## src/rtl/cpu_common_pkg.sv

```systemverilog
// cpu_common: shared prefetch state and queue entry types
package cpu_common;
  localparam int PC_MAX_W = 16;
  typedef enum logic [1:0] {ALIGNED, PRIME, UNALIGNED} prefetch_state_t;
  typedef struct packed {
    logic [15:0]         inst;
    logic [PC_MAX_W-1:0] pc;
  } prefetch_entry_t;
endpackage

```

## src/rtl/prefetch_fifo.sv

```systemverilog
// prefetch_fifo: DEPTH-entry circular instruction queue with single-cycle flush
module prefetch_fifo
  import cpu_common::*;
#(
  parameter int DEPTH = 2,
  parameter int CW = $clog2(DEPTH + 1)
) (
  input  logic            clk,
  input  logic            rst_async,
  input  logic            push,
  input  logic            pop,
  input  logic            flush,
  input  prefetch_entry_t din,
  output logic [CW-1:0]   count,
  output logic            valid,
  output prefetch_entry_t head
);
  localparam int AW = $clog2(DEPTH);
  prefetch_entry_t mem [DEPTH];
  logic [AW-1:0] rd_ptr, wr_ptr;
  logic do_push, do_pop;
  assign valid = count != '0;
  assign do_push = push & !flush;
  assign do_pop = pop & valid & !flush;
  assign head = valid ? mem[rd_ptr] : '0;
  // pointers and occupancy; flush empties the queue at once
  always_ff @(posedge clk or posedge rst_async)
    if (rst_async) begin
      rd_ptr <= '0;
      wr_ptr <= '0;
      count <= '0;
    end else if (flush) begin
      rd_ptr <= '0;
      wr_ptr <= '0;
      count <= '0;
    end else begin
      if (do_push) wr_ptr <= wr_ptr + AW'(1);
      if (do_pop) rd_ptr <= rd_ptr + AW'(1);
      count <= count + CW'(do_push) - CW'(do_pop);
    end
  // storage needs no reset: entries are only read while counted valid
  always_ff @(posedge clk)
    if (do_push) mem[wr_ptr] <= din;
endmodule

```

## src/rtl/prefetch_unit.sv

```systemverilog
// prefetch_unit: sequential instruction prefetch with redirect; PREFETCH_UNALIGNED_EN adds odd-PC byte stitching
module prefetch_unit
  import cpu_common::*;
#(
  parameter int PC_W = 14,
  parameter int DEPTH = 2,
  parameter logic [PC_W-1:0] RESET_PC = '0
) (
  input  logic            clk,
  input  logic            rst_async,
  input  logic            fetch_en,
  input  logic            redirect_valid,
  input  logic [PC_W-1:0] redirect_pc,
  output logic            inst_valid,
  input  logic            inst_ready,
  output logic [15:0]     inst,
  output logic [PC_W-1:0] inst_pc,
  output logic            mem_inst_rd,
  output logic [PC_W-2:0] mem_inst_addr,
  input  logic [15:0]     mem_instr
);
  localparam int CW = $clog2(DEPTH + 1);
  localparam logic [CW:0] DEPTH_C = (CW + 1)'(DEPTH);
  logic [PC_W-2:0] faddr;
  logic [PC_W-1:0] epc, tgt;
  logic inflight, push, pop, q_valid, issue, unused_pc;
  logic [CW-1:0] count;
  prefetch_entry_t din, head;
`ifdef PREFETCH_UNALIGNED_EN
  localparam logic [PC_W-1:0] START_PC = RESET_PC;
  prefetch_state_t state, state_n;
  logic [7:0] leftover;
  assign tgt = redirect_pc;
  assign push = inflight & !redirect_valid & (state != PRIME);
  assign din = '{inst: state == UNALIGNED ? {leftover, mem_instr[15:8]} : mem_instr, pc: PC_MAX_W'(epc)};
  assign unused_pc = ^head.pc;
  // priming word only seeds the leftover byte, then every word completes one instruction
  always_comb
    state_n = redirect_valid ? (tgt[0] ? PRIME : ALIGNED) : (inflight && state == PRIME) ? UNALIGNED : state;
  // alignment state and the byte carried across word boundaries
  always_ff @(posedge clk or posedge rst_async)
    if (rst_async) begin
      state <= START_PC[0] ? PRIME : ALIGNED;
      leftover <= '0;
    end else begin
      state <= state_n;
      if (inflight && !redirect_valid && state != ALIGNED) leftover <= mem_instr[7:0];
    end
`else
  localparam logic [PC_W-1:0] START_PC = {RESET_PC[PC_W-1:1], 1'b0};
  assign tgt = {redirect_pc[PC_W-1:1], 1'b0};
  assign push = inflight & !redirect_valid;
  assign din = '{inst: mem_instr, pc: PC_MAX_W'(epc)};
  assign unused_pc = redirect_pc[0] ^ (^head.pc);
`endif
  assign pop = q_valid & inst_ready & !redirect_valid;
  assign issue = fetch_en & !redirect_valid &
    ((CW + 1)'(count) + (CW + 1)'(inflight) < DEPTH_C + (CW + 1)'(pop));
  assign mem_inst_rd = issue & !rst_async;
  assign mem_inst_addr = mem_inst_rd ? faddr : '0;
  assign inst_valid = q_valid;
  assign inst = head.inst;
  assign inst_pc = head.pc[PC_W-1:0];
  // fetch word address, PC of next enqueued instruction, and in-flight read; redirect wins
  always_ff @(posedge clk or posedge rst_async)
    if (rst_async) begin
      faddr <= START_PC[PC_W-1:1];
      epc <= START_PC;
      inflight <= 1'b0;
    end else if (redirect_valid) begin
      faddr <= tgt[PC_W-1:1];
      epc <= tgt;
      inflight <= 1'b0;
    end else begin
      inflight <= issue;
      if (issue) faddr <= faddr + (PC_W - 1)'(1);
      if (push) epc <= epc + PC_W'(2);
    end
  prefetch_fifo #(.DEPTH(DEPTH)) u_fifo (
    .clk(clk),
    .rst_async(rst_async),
    .push(push),
    .pop(pop),
    .flush(redirect_valid),
    .din(din),
    .count(count),
    .valid(q_valid),
    .head(head)
  );
endmodule

```

## config.mk

```make
export PLATFORM = sky130hd
export DESIGN_NAME = prefetch_unit
export DESIGN_NICKNAME = d
export VERILOG_FILES = /design/src/rtl/cpu_common_pkg.sv /design/src/rtl/prefetch_fifo.sv /design/src/rtl/prefetch_unit.sv
export SDC_FILE = /design/constraint.sdc
export NUM_CORES = 1
export LEC_CHECK = 0
export BUFFER_PORTS_ARGS = -buffer_cell sky130_fd_sc_hd__buf_2
export CORE_AREA = 2 2 132 121
export CTS_CLUSTER_DIAMETER = 200
export CTS_CLUSTER_SIZE = 14
export DETAILED_ROUTE_END_ITERATION = 7
export DIE_AREA = 0 0 134 123
export SLEW_MARGIN = 10
export SYNTH_ARGS = -nofsm -noshare
export SYNTH_HDL_FRONTEND = slang
export SYNTH_SLANG_ARGS = --single-unit
```

## constraint.sdc

```tcl
create_clock -name clk -period 2.93 [get_ports clk]
set_input_delay 0.4395 -clock clk [delete_from_list [all_inputs] [get_ports clk]]
set_output_delay 0.4395 -clock clk [all_outputs]
set_load 0.02 [all_outputs]
```

==> summary.txt, run 1 <==
Placed design
  • DP Wirelength: between 5 and 6 mm
  • Port bufs: between 70 and 80
  • Gpl congestion: between 0.7 and 0.8

Detailed routing
  • First drt pass iteration count: 6
  • WL per Instance: 13.9 µm
  • Routed Antenna Nets: 0
  • DRT Wirelength: about 8.4 mm
  • Residual DRC count: 0
  • Via count: around 2,700
  • Via density: about 4.4
  • Drt first-iter violations: roughly 160

GRT
  • GRT Overall Usage: 0.109
  • First-pass GRT wire length: 13.9 mm
  • Antenna violations before repair: 0
  • Largest net degree at the start of global routing: 31
  • Total grt overflow: 0
  • Vias in the first global route: around 2,700

Logic synthesis
  • Number of synthesis warnings: 0
  • Seq/Total Area, Yosys: 0.630
  • Post-synth top flop: edfxtp_1
  • Post-Syn Instances: 323
  • Syn_nets: 364
  • Synth top area share: 0.436
  • Cell variety after synth: 38
  • Number of synthesized flops with an enable pin: 58
  • Mapped Area: 3990 µm²
  • Count of state elements after synthesis: a little under 90
  • Synth area leaders: edfxtp_1, dfrtp_1, mux2i_1
  • Yosys top cell by area: edfxtp_1
  • Mapped Avg Cell Area: 12.4 µm²
  • Post-synth ARST share: 0.348

Cells and area
  • Diodes inserted: 0
  • Layout cell share with drive strength beyond 1: 0.256
  • Syn-to-layout area delta: 23.7%
  • Nets: between 400 and 500
  • Most frequent cells in the layout: buf_2, edfxtp_1, nor2_1, mux2i_1, dfrtp_1
  • Fin util: 0.327
  • Commonest non-fill, non-tap cell in the layout: buf_2

Clocking
  • Clk slew on worst S/H paths: about 60 ps
  • Inserted Clock Buffers: 9
  • Root Buffer: clkbuf_16
  • Post-CTS setup buffers: 0
  • CTS Sinks: 89
  • CTS HTree Levels: 3
  • Post-CTS sizing: 0
  • CTS tree: built
  • Clk Latency, worst-skew pair: between 300 and 400 ps
  • Hold-fix buffers, CTS: 0
  • CTS Buffer Depth: 2

Critical path
  • WP data arrival: roughly 2200 ps
  • Crit path required time: 2490 ps
  • Maximum fanout along the worst path: 14
  • R2r setup slk: ~580 ps
  • Element type at the critical path start: flop
  • Crit path kind: flop to output pin
  • CP endpoint kind: output pin
  • R2R depth: 6

Die
  • I/O pin cnt: 80
  • Die W: 134 µm
  • Row count: 43
  • Initial Util: 0.264
  • Die ar.: around 16,000 µm²
  • Die Ht: approximately 120 µm
  • Core Area: 15,100 µm²

Hold path
  • Min-delay worst type: primary input to async pin

STA
  • Minimum clock period: 2650 ps
  • Fin Hold WS: 117 ps
  • Final hold vios: 0
  • Peak Freq: between 300 and 400 MHz
  • TNS Setup: 0 ps
  • RSZ-0062 raised after global routing: no
  • Worst Clk Skew: between 6 and 7 ps
  • Final Slew Violations: 0
  • Slew at the pin closest to its max-slew limit: around 520 ps
  • Worst slew margin: 0.656
  • Fin crit share: 0.906
  • Setup violations, final: 0

Pwr
  • P_leak: around 1.9 nW
  • Tot Pwr: 3.21 mW
  • VDD IR-drop max: 295 µV
  • Pwr dens: approximately 650 nW/µm²

Run status
  • Outcome: finished clean

Flow run
  • Max-cap viol count: 0
synth_stat cells, types with 7 or more instances:
cell       n
edfxtp_1  58
dfrtp_1   31
and2_1    14
o31ai_1    8
nor2_1    50
a21oi_1   11
a31oi_1    9
or4_1      8
nand3_1    7
xnor2_1   11
mux2i_1   30
inv_1     10
nor4_1     7
clkbuf_1  12
final timing paths:
check | startpoint | endpoint
hold reg to reg | epc[13]$_DFFE_PP0N_ | u_fifo.mem[0][13]$_DFFE_PP_
max in group asynchronous | rst_async | u_fifo.rd_ptr$_DFFE_PP0P_
setup / recovery | inflight$_DFF_PP0_ | mem_inst_addr[9]
min in group clk | mem_instr[13] | u_fifo.mem[1][27]$_DFFE_PP_
hold / removal | rst_async | faddr[1]$_DFFE_PP0P_
setup reg to reg | inflight$_DFF_PP0_ | faddr[11]$_DFFE_PP0P_
routing by layer:
layer | up-vias | part of all wire | global-route usage
met1 | 1253 | 0.49 | 0.151
met3 | 7 | 0.066 | 0.0349
met5 | - | 0 | 0
met2 | 98 | 0.44 | 0.167
met4 | 0 | 0.0083 | 0.0259
li1 | 1328 | - | -
sequential cells by signal (all words and copies together), names as in the netlist:
register / cells
epc: 13
faddr: 13
inflight: 1
u_fifo.count: 2
u_fifo.mem: 58
u_fifo.rd_ptr: 1
u_fifo.wr_ptr: 1
per-stage QoR:
| stage | std cells | instance area (µm²) | setup slack (ps) |
|---|---|---|---|
| final | 608 | 4940 | 276 |
| after global placement | 592 | 4620 | 632 |
| after detailed placement | 592 | 4620 | 571 |
| after floorplan | 323 | 3990 | 346 |
| after CTS | 608 | 4940 | 253 |
| after global routing | 608 | 4940 | 82.6 |
layout make-up:
type | instances | area (µm²)
Inverter | 10 | 37.5
Clock buffer | 10 | 229
Sequential cell | 89 | 2520
Multi-Input combinational cell | 206 | 1370
Fill cell | 1521 | 10200
Timing Repair Buffer | 85 | 445
Clock inverter | 6 | 88.8
Tap cell | 202 | 253
where the power goes:
group / leakage (nW) / total [mW] / internal [mW] / switching [mW]
logic: 0.881 / 0.503 / 0.189 / 0.314
clock network: 0.151 / 1.21 / 0.750 / 0.465
registers: 0.880 / 1.49 / 1.42 / 0.0728
total: 1.91 / 3.21 / 2.36 / 0.852
worst max-delay path, stage by stage (launching register included):
cell and delay (ps):
dfrtp_1 500, ha_1 250, ha_1 270, o21a_1 140, nor4_2 210, buf_4 200, and2_1 140, buf_2 160
cell families (layout without fill, tap and decap cells):
kind of cell,Yosys count,count (layout),share of synthesized area
and+or+nand+nor,114,114,0.148
DFF,89,89,0.630
AOI/OAI and AO/OA,39,39,0.0636
muxes,30,30,0.0752
buffers and inverters,28,111,0.0282
xor gates and xnor gates,16,16,0.0351
adders and majority gates,6,6,0.0188
other,1,1,0.000939
(Power assumes the default switching activity.)
==> run 2, diff against run 1 <==
--- a/config.mk
+++ b/config.mk
@@ -7,10 +7,12 @@
 export LEC_CHECK = 0
 export BUFFER_PORTS_ARGS = -buffer_cell sky130_fd_sc_hd__buf_2
 export CORE_AREA = 2 2 132 121
+export CTS_BUF_LIST = sky130_fd_sc_hd__clkbuf_16
 export CTS_CLUSTER_DIAMETER = 200
 export CTS_CLUSTER_SIZE = 14
 export DETAILED_ROUTE_END_ITERATION = 7
 export DIE_AREA = 0 0 134 123
+export RECOVER_POWER = 100
 export SLEW_MARGIN = 10
 export SYNTH_ARGS = -nofsm -noshare
 export SYNTH_HDL_FRONTEND = slang
==> summary.txt, run 2 (same netlist as run 1, synthesis figures left out) <==
STA
  • Setup violations, final: 0
  • Minimum clock period: around 2700 ps
  • Worst Clk Skew: between 6 and 7 ps
  • Final Slew Violations: 0
  • Peak Freq: 369 MHz
  • Final hold vios: 0
  • Fin crit share: 0.924
  • TNS Setup: 0 ps
  • Worst slew margin: 0.284
  • RSZ-0062 raised after global routing: no
  • Slew at the pin closest to its max-slew limit: roughly 1100 ps
  • Final worst slack: roughly 220 ps

Detailed routing
  • WL per Instance: 14.1 µm
  • Residual DRC count: 0
  • Routed Antenna Nets: 0
  • Via density: roughly 4.4
  • First drt pass iteration count: 4
  • Via count: between 2,000 and 3,000
  • Drt first-iter violations: 162
  • DRT Wirelength: roughly 8.6 mm

Pwr
  • Switching part of the total power: 0.268
  • P_leak: 1.75 nW
  • Net Switching: 0.854 mW
  • Clock power frac: 0.379
  • VDD IR-drop max: approximately 290 µV
  • Sequential share of power: 0.468
  • Comb power frac: 0.152
  • Pint: roughly 2.3 mW
  • Pwr dens: ~650 nW/µm²

Clocking
  • Clk Latency, worst-skew pair: around 330 ps
  • Inserted Clock Buffers: 9
  • Post-CTS setup buffers: 0
  • CTS HTree Levels: 3
  • Root Buffer: clkbuf_16
  • Hold-fix buffers, CTS: 0
  • CTS tree: built
  • Clk slew on worst S/H paths: about 60 ps
  • CTS Sinks: 89
  • CTS Buffer Depth: 2
  • Post-CTS sizing: 0

Critical path
  • Reg2Reg Launch Point: inflight$_DFF_PP0_
  • CP endpoint kind: output pin
  • Critical Path Max Stage Delay: roughly 500 ps
  • R2r setup slk: about 500 ps
  • Element type at the critical path start: flop
  • WP data arrival: 2270 ps
  • Critical-path top delay cell: dfrtp_1
  • Most common cell type on the critical path: ha_1
  • R2R depth: 6
  • Crit path required time: approximately 2500 ps
  • Delay-heaviest family, CP: adder cells
  • Reg-to-Reg End: faddr[0]$_DFFE_PP0P_
  • Crit path kind: flop to output pin
  • CP Cell Sequence: ha_1 > ha_1 > o21a_1 > nor4_2 > buf_4 > and2_1 > clkbuf_1
  • Maximum fanout along the worst path: 14
  • Buf/Inv on CP: 2

Cells and area
  • Most flop-heavy register: u_fifo.mem
  • Area of the multi-input gates: approximately 1400 µm²
  • Layout cell share with drive strength beyond 1: 0.158
  • Fin util: 0.323
  • Diodes inserted: 0
  • Fill cell count: 1,534
  • Register area: 2520 µm²
  • Nets: 442
  • Most frequent cells in the layout: edfxtp_1, nor2_1, clkbuf_1, buf_2
  • Max FFs per register: 58
  • Commonest non-fill, non-tap cell in the layout: edfxtp_1
  • Largest registers: u_fifo.mem: 58 flops, epc: 13 flops, faddr: 13 flops
  • Syn-to-layout area delta: 22.1%

Die
  • Die ar.: roughly 16,000 µm²
  • Core Area: between 15,000 and 20,000 µm²
  • I/O pin cnt: 80
  • Die Ht: about 120 µm
  • Initial Util: 0.264
  • Die W: ~130 µm
  • Row count: 43

GRT
  • GRT Overall Usage: 0.109
  • Vias in the first global route: roughly 2,700
  • First-pass GRT wire length: between 10 and 15 mm
  • Antenna violations before repair: 0
  • Largest net degree at the start of global routing: 31
  • Total grt overflow: 0

Placed design
  • Gpl congestion: approximately 0.77
  • DP Wirelength: slightly below 6 mm
  • Placement Setup Slack: about 570 ps
  • Port bufs: 77

Run status
  • Outcome: finished clean

Flow run
  • Max-cap viol count: 0

Hold path
  • Min-delay worst type: primary input to async pin
[run 2: cell count changes in the layout (fill, tap and decap cells not counted)]
cell	delta
a21boi_0	+1
clkbuf_2	+10
clkbuf_1	+39
o21ai_1	-1
inv_1	+1
o21ai_0	+1
buf_4	-6
and2_0	+1
buf_2	-44
and2_1	-1
a21boi_1	-1
[run 2: final cells by class]
cell class	instances	share of cell area
timing repair buffer	85	0.0780
clock buffer	9	0.0462
inverter	10	0.00770
multi-input combinational	206	0.281
clock inverter	7	0.0190
sequential	89	0.517
tap	202	0.0518
[run 2: how the worst max path moves through the flow]
stage,endpoint,from,cells after the start
CTS,mem_inst_addr[9],inflight$_DFF_PP0_,7
global route,mem_inst_addr[0],inflight$_DFF_PP0_,7
finish,mem_inst_addr[0],inflight$_DFF_PP0_,7
detailed placement,faddr[11]$_DFFE_PP0P_,inflight$_DFF_PP0_,6
global placement,faddr[9]$_DFFE_PP0P_,inflight$_DFF_PP0_,6
floorplan,u_fifo.mem[0][10]$_DFFE_PP_,inflight$_DFF_PP0_,3
[run 2: through the flow]
step / cells / hold slack [ps] / power, mW / cell area, µm²
global route: 608 / 152 / 3.35 / 4880
global placement: 592 / 481 / 2.01 / 4620
detailed placement: 592 / 489 / 2.03 / 4620
finish: 608 / 117 / 3.19 / 4880
floorplan: 323 / 463 / 1.85 / 3990
CTS: 608 / 131 / 3.25 / 4940
[run 2: per-layer routing]
layer	part of all wire	track usage	wire [µm]	vias up
met1	0.50	0.151	4260	1243
li1	-	-	-	1327
met4	0.0026	0.0259	22	0
met2	0.44	0.167	3800	82
met5	0	0	0	-
met3	0.055	0.0349	472	2
[run 2: power groups by stage]
stage	clock [mW]	sequential [mW]	combinational [mW]
2_1_floorplan	0	1.49	0.358
3_3_place_gp	0	1.51	0.500
3_5_place_dp	0	1.52	0.510
4_1_cts	1.25	1.49	0.512
5_1_grt	1.30	1.51	0.542
6_report	1.21	1.49	0.486
==> run 3, diff against run 2 <==
--- a/config.mk
+++ b/config.mk
@@ -12,6 +12,7 @@
 export CTS_CLUSTER_SIZE = 14
 export DETAILED_ROUTE_END_ITERATION = 7
 export DIE_AREA = 0 0 134 123
+export PLACE_DENSITY = 0.43
 export RECOVER_POWER = 100
 export SLEW_MARGIN = 10
 export SYNTH_ARGS = -nofsm -noshare
==> summary.txt, run 3 (same netlist as run 1, synthesis figures left out) <==
Run status
  • Outcome: finished clean

Die
  • Row count: 43
  • Initial Util: 0.264
  • Core Area: 15,100 µm²
  • Die ar.: between 15,000 and 20,000 µm²
  • Die Ht: roughly 120 µm
  • Die W: between 100 and 150 µm
  • I/O pin cnt: 80

Placed design
  • DP Wirelength: around 5.9 mm
  • DP Area: approximately 4600 µm²
  • Gpl congestion: 0.741
  • Port bufs: between 70 and 80
  • Placed cells: around 590

STA
  • Worst slew margin: 0.361
  • Final Slew Violations: 0
  • Final hold vios: 0
  • Fin crit share: 0.924
  • RSZ-0062 raised after global routing: no
  • Peak Freq: 370 MHz
  • Worst Clk Skew: 5.64 ps
  • Minimum clock period: ~2700 ps
  • TNS Setup: 0 ps
  • Slew at the pin closest to its max-slew limit: around 960 ps
  • Setup violations, final: 0

Critical path
  • WP data arrival: about 2300 ps
  • Crit path kind: flop to output pin
  • R2R depth: 6
  • Element type at the critical path start: flop
  • CP endpoint kind: output pin
  • Crit path required time: 2490 ps
  • Maximum fanout along the worst path: 14

Clocking
  • CTS Buffer Depth: 2
  • Root Buffer: clkbuf_16
  • CTS HTree Levels: 3
  • CTS tree: built
  • Clk slew on worst S/H paths: around 70 ps
  • Hold-fix buffers, CTS: 0
  • CTS Sinks: 89
  • Post-CTS sizing: 0
  • Post-CTS setup buffers: 0
  • Inserted Clock Buffers: 9
  • Clk Latency, worst-skew pair: 340 ps

Flow run
  • Max-cap viol count: 0

Pwr
  • Pwr dens: 626 nW/µm²
  • VDD IR-drop max: roughly 290 µV
  • Comb power frac: 0.157
  • Switching part of the total power: 0.286
  • Pint: about 2.2 mW
  • Sequential share of power: 0.495
  • Clock power frac: 0.348
  • Net Switching: roughly 0.87 mW
  • P_leak: 1.72 nW

Cells and area
  • Max FFs per register: a little under 60
  • Syn-to-layout area delta: 21.2%
  • Fill cell count: ~1,600
  • Largest registers: u_fifo.mem: 58 flops, epc: 13 flops, faddr: 13 flops
  • Non-filler cells, final: between 600 and 700
  • Nets: around 440
  • Diodes inserted: 0
  • Layout cell share with drive strength beyond 1: 0.142
  • Most flop-heavy register: u_fifo.mem
  • Post-layout instance area: 4840 µm²
  • Commonest non-fill, non-tap cell in the layout: edfxtp_1
  • Most frequent cells in the layout: edfxtp_1, nor2_1, clkbuf_1, buf_2

GRT
  • First-pass GRT wire length: 14.2 mm
  • Largest net degree at the start of global routing: 31
  • Antenna violations before repair: 0
  • GRT Overall Usage: 0.112
  • Total grt overflow: 0
  • Vias in the first global route: roughly 2,700

Hold path
  • Min-delay worst type: primary input to async pin

Detailed routing
  • Drt first-iter violations: roughly 110
  • WL per Instance: roughly 14 µm
  • DRT Wirelength: roughly 8.7 mm
  • Via count: 2,720
  • Via density: ~4.5
  • Residual DRC count: 0
  • Routed Antenna Nets: 0
  • First drt pass iteration count: 4
## run 3: cell types whose count changed in the layout (fill, tap and decap cells not counted), sizes merged
| cell | delta |
|---|---|
| bufinv | -2 |
| inv | -1 |
| clkbuf | +3 |
| clkinv | +3 |
| buf | -1 |
## run 3: critical path: stages (launching register included)
cell      delay, ps
dfrtp_1         490
ha_1            250
ha_1            270
o21a_1          130
nor4_2          210
buf_4           200
and2_1          140
clkbuf_1        220
## run 3: stage by stage
stage,utilization,setup WS (ps),total power [mW],hold WS (ps)
finish,0.320,224,3.03,196
CTS,0.325,254,3.11,221
detailed placement,0.307,582,2.04,487
floorplan,-,346,1.85,463
global route,0.320,50.7,3.19,261
global placement,0.307,574,2.03,478
## run 3: final timing paths
path | start | end | slack, ps
max | inflight$_DFF_PP0_ | mem_inst_addr[12] | 220
min | rst_async | faddr[0]$_DFFE_PP0P_ | 200
max reg2reg | inflight$_DFF_PP0_ | faddr[12]$_DFFE_PP0P_ | 450
min reg2reg | epc[13]$_DFFE_PP0N_ | u_fifo.mem[0][13]$_DFFE_PP_ | 500
max in group asynchronous | rst_async | epc[10]$_DFFE_PP0N_ | 1520
min in group clk | mem_instr[2] | u_fifo.mem[1][16]$_DFFE_PP_ | 290
## run 3: power groups by stage
stage | sequential, mW | clock (mW) | combinational [mW]
floorplan | 1.49 | 0 | 0.358
global placement | 1.53 | 0 | 0.504
detailed placement | 1.53 | 0 | 0.509
CTS | 1.50 | 1.10 | 0.510
global route | 1.51 | 1.14 | 0.535
finish | 1.50 | 1.05 | 0.476
## run 3: final cells by class
class | count | area, µm² | share of cell area
Multi-Input combinational cell | 206 | 1370 | 0.284
Inverter | 10 | 37.5 | 0.00776
Clock buffer | 9 | 225 | 0.0465
Timing Repair Buffer | 87 | 384 | 0.0794
Tap cell | 202 | 253 | 0.0522
Sequential cell | 89 | 2520 | 0.520
Clock inverter | 7 | 47.5 | 0.00982
## run 3: metal layers
metal,global-route usage,routed length [µm],part of all wire,up-vias
li1,-,-,-,1337
met5,0,0,0,-
met1,0.156,4330,0.50,1290
met4,0.0426,159,0.018,0
met2,0.166,3700,0.42,78
met3,0.0344,524,0.060,15
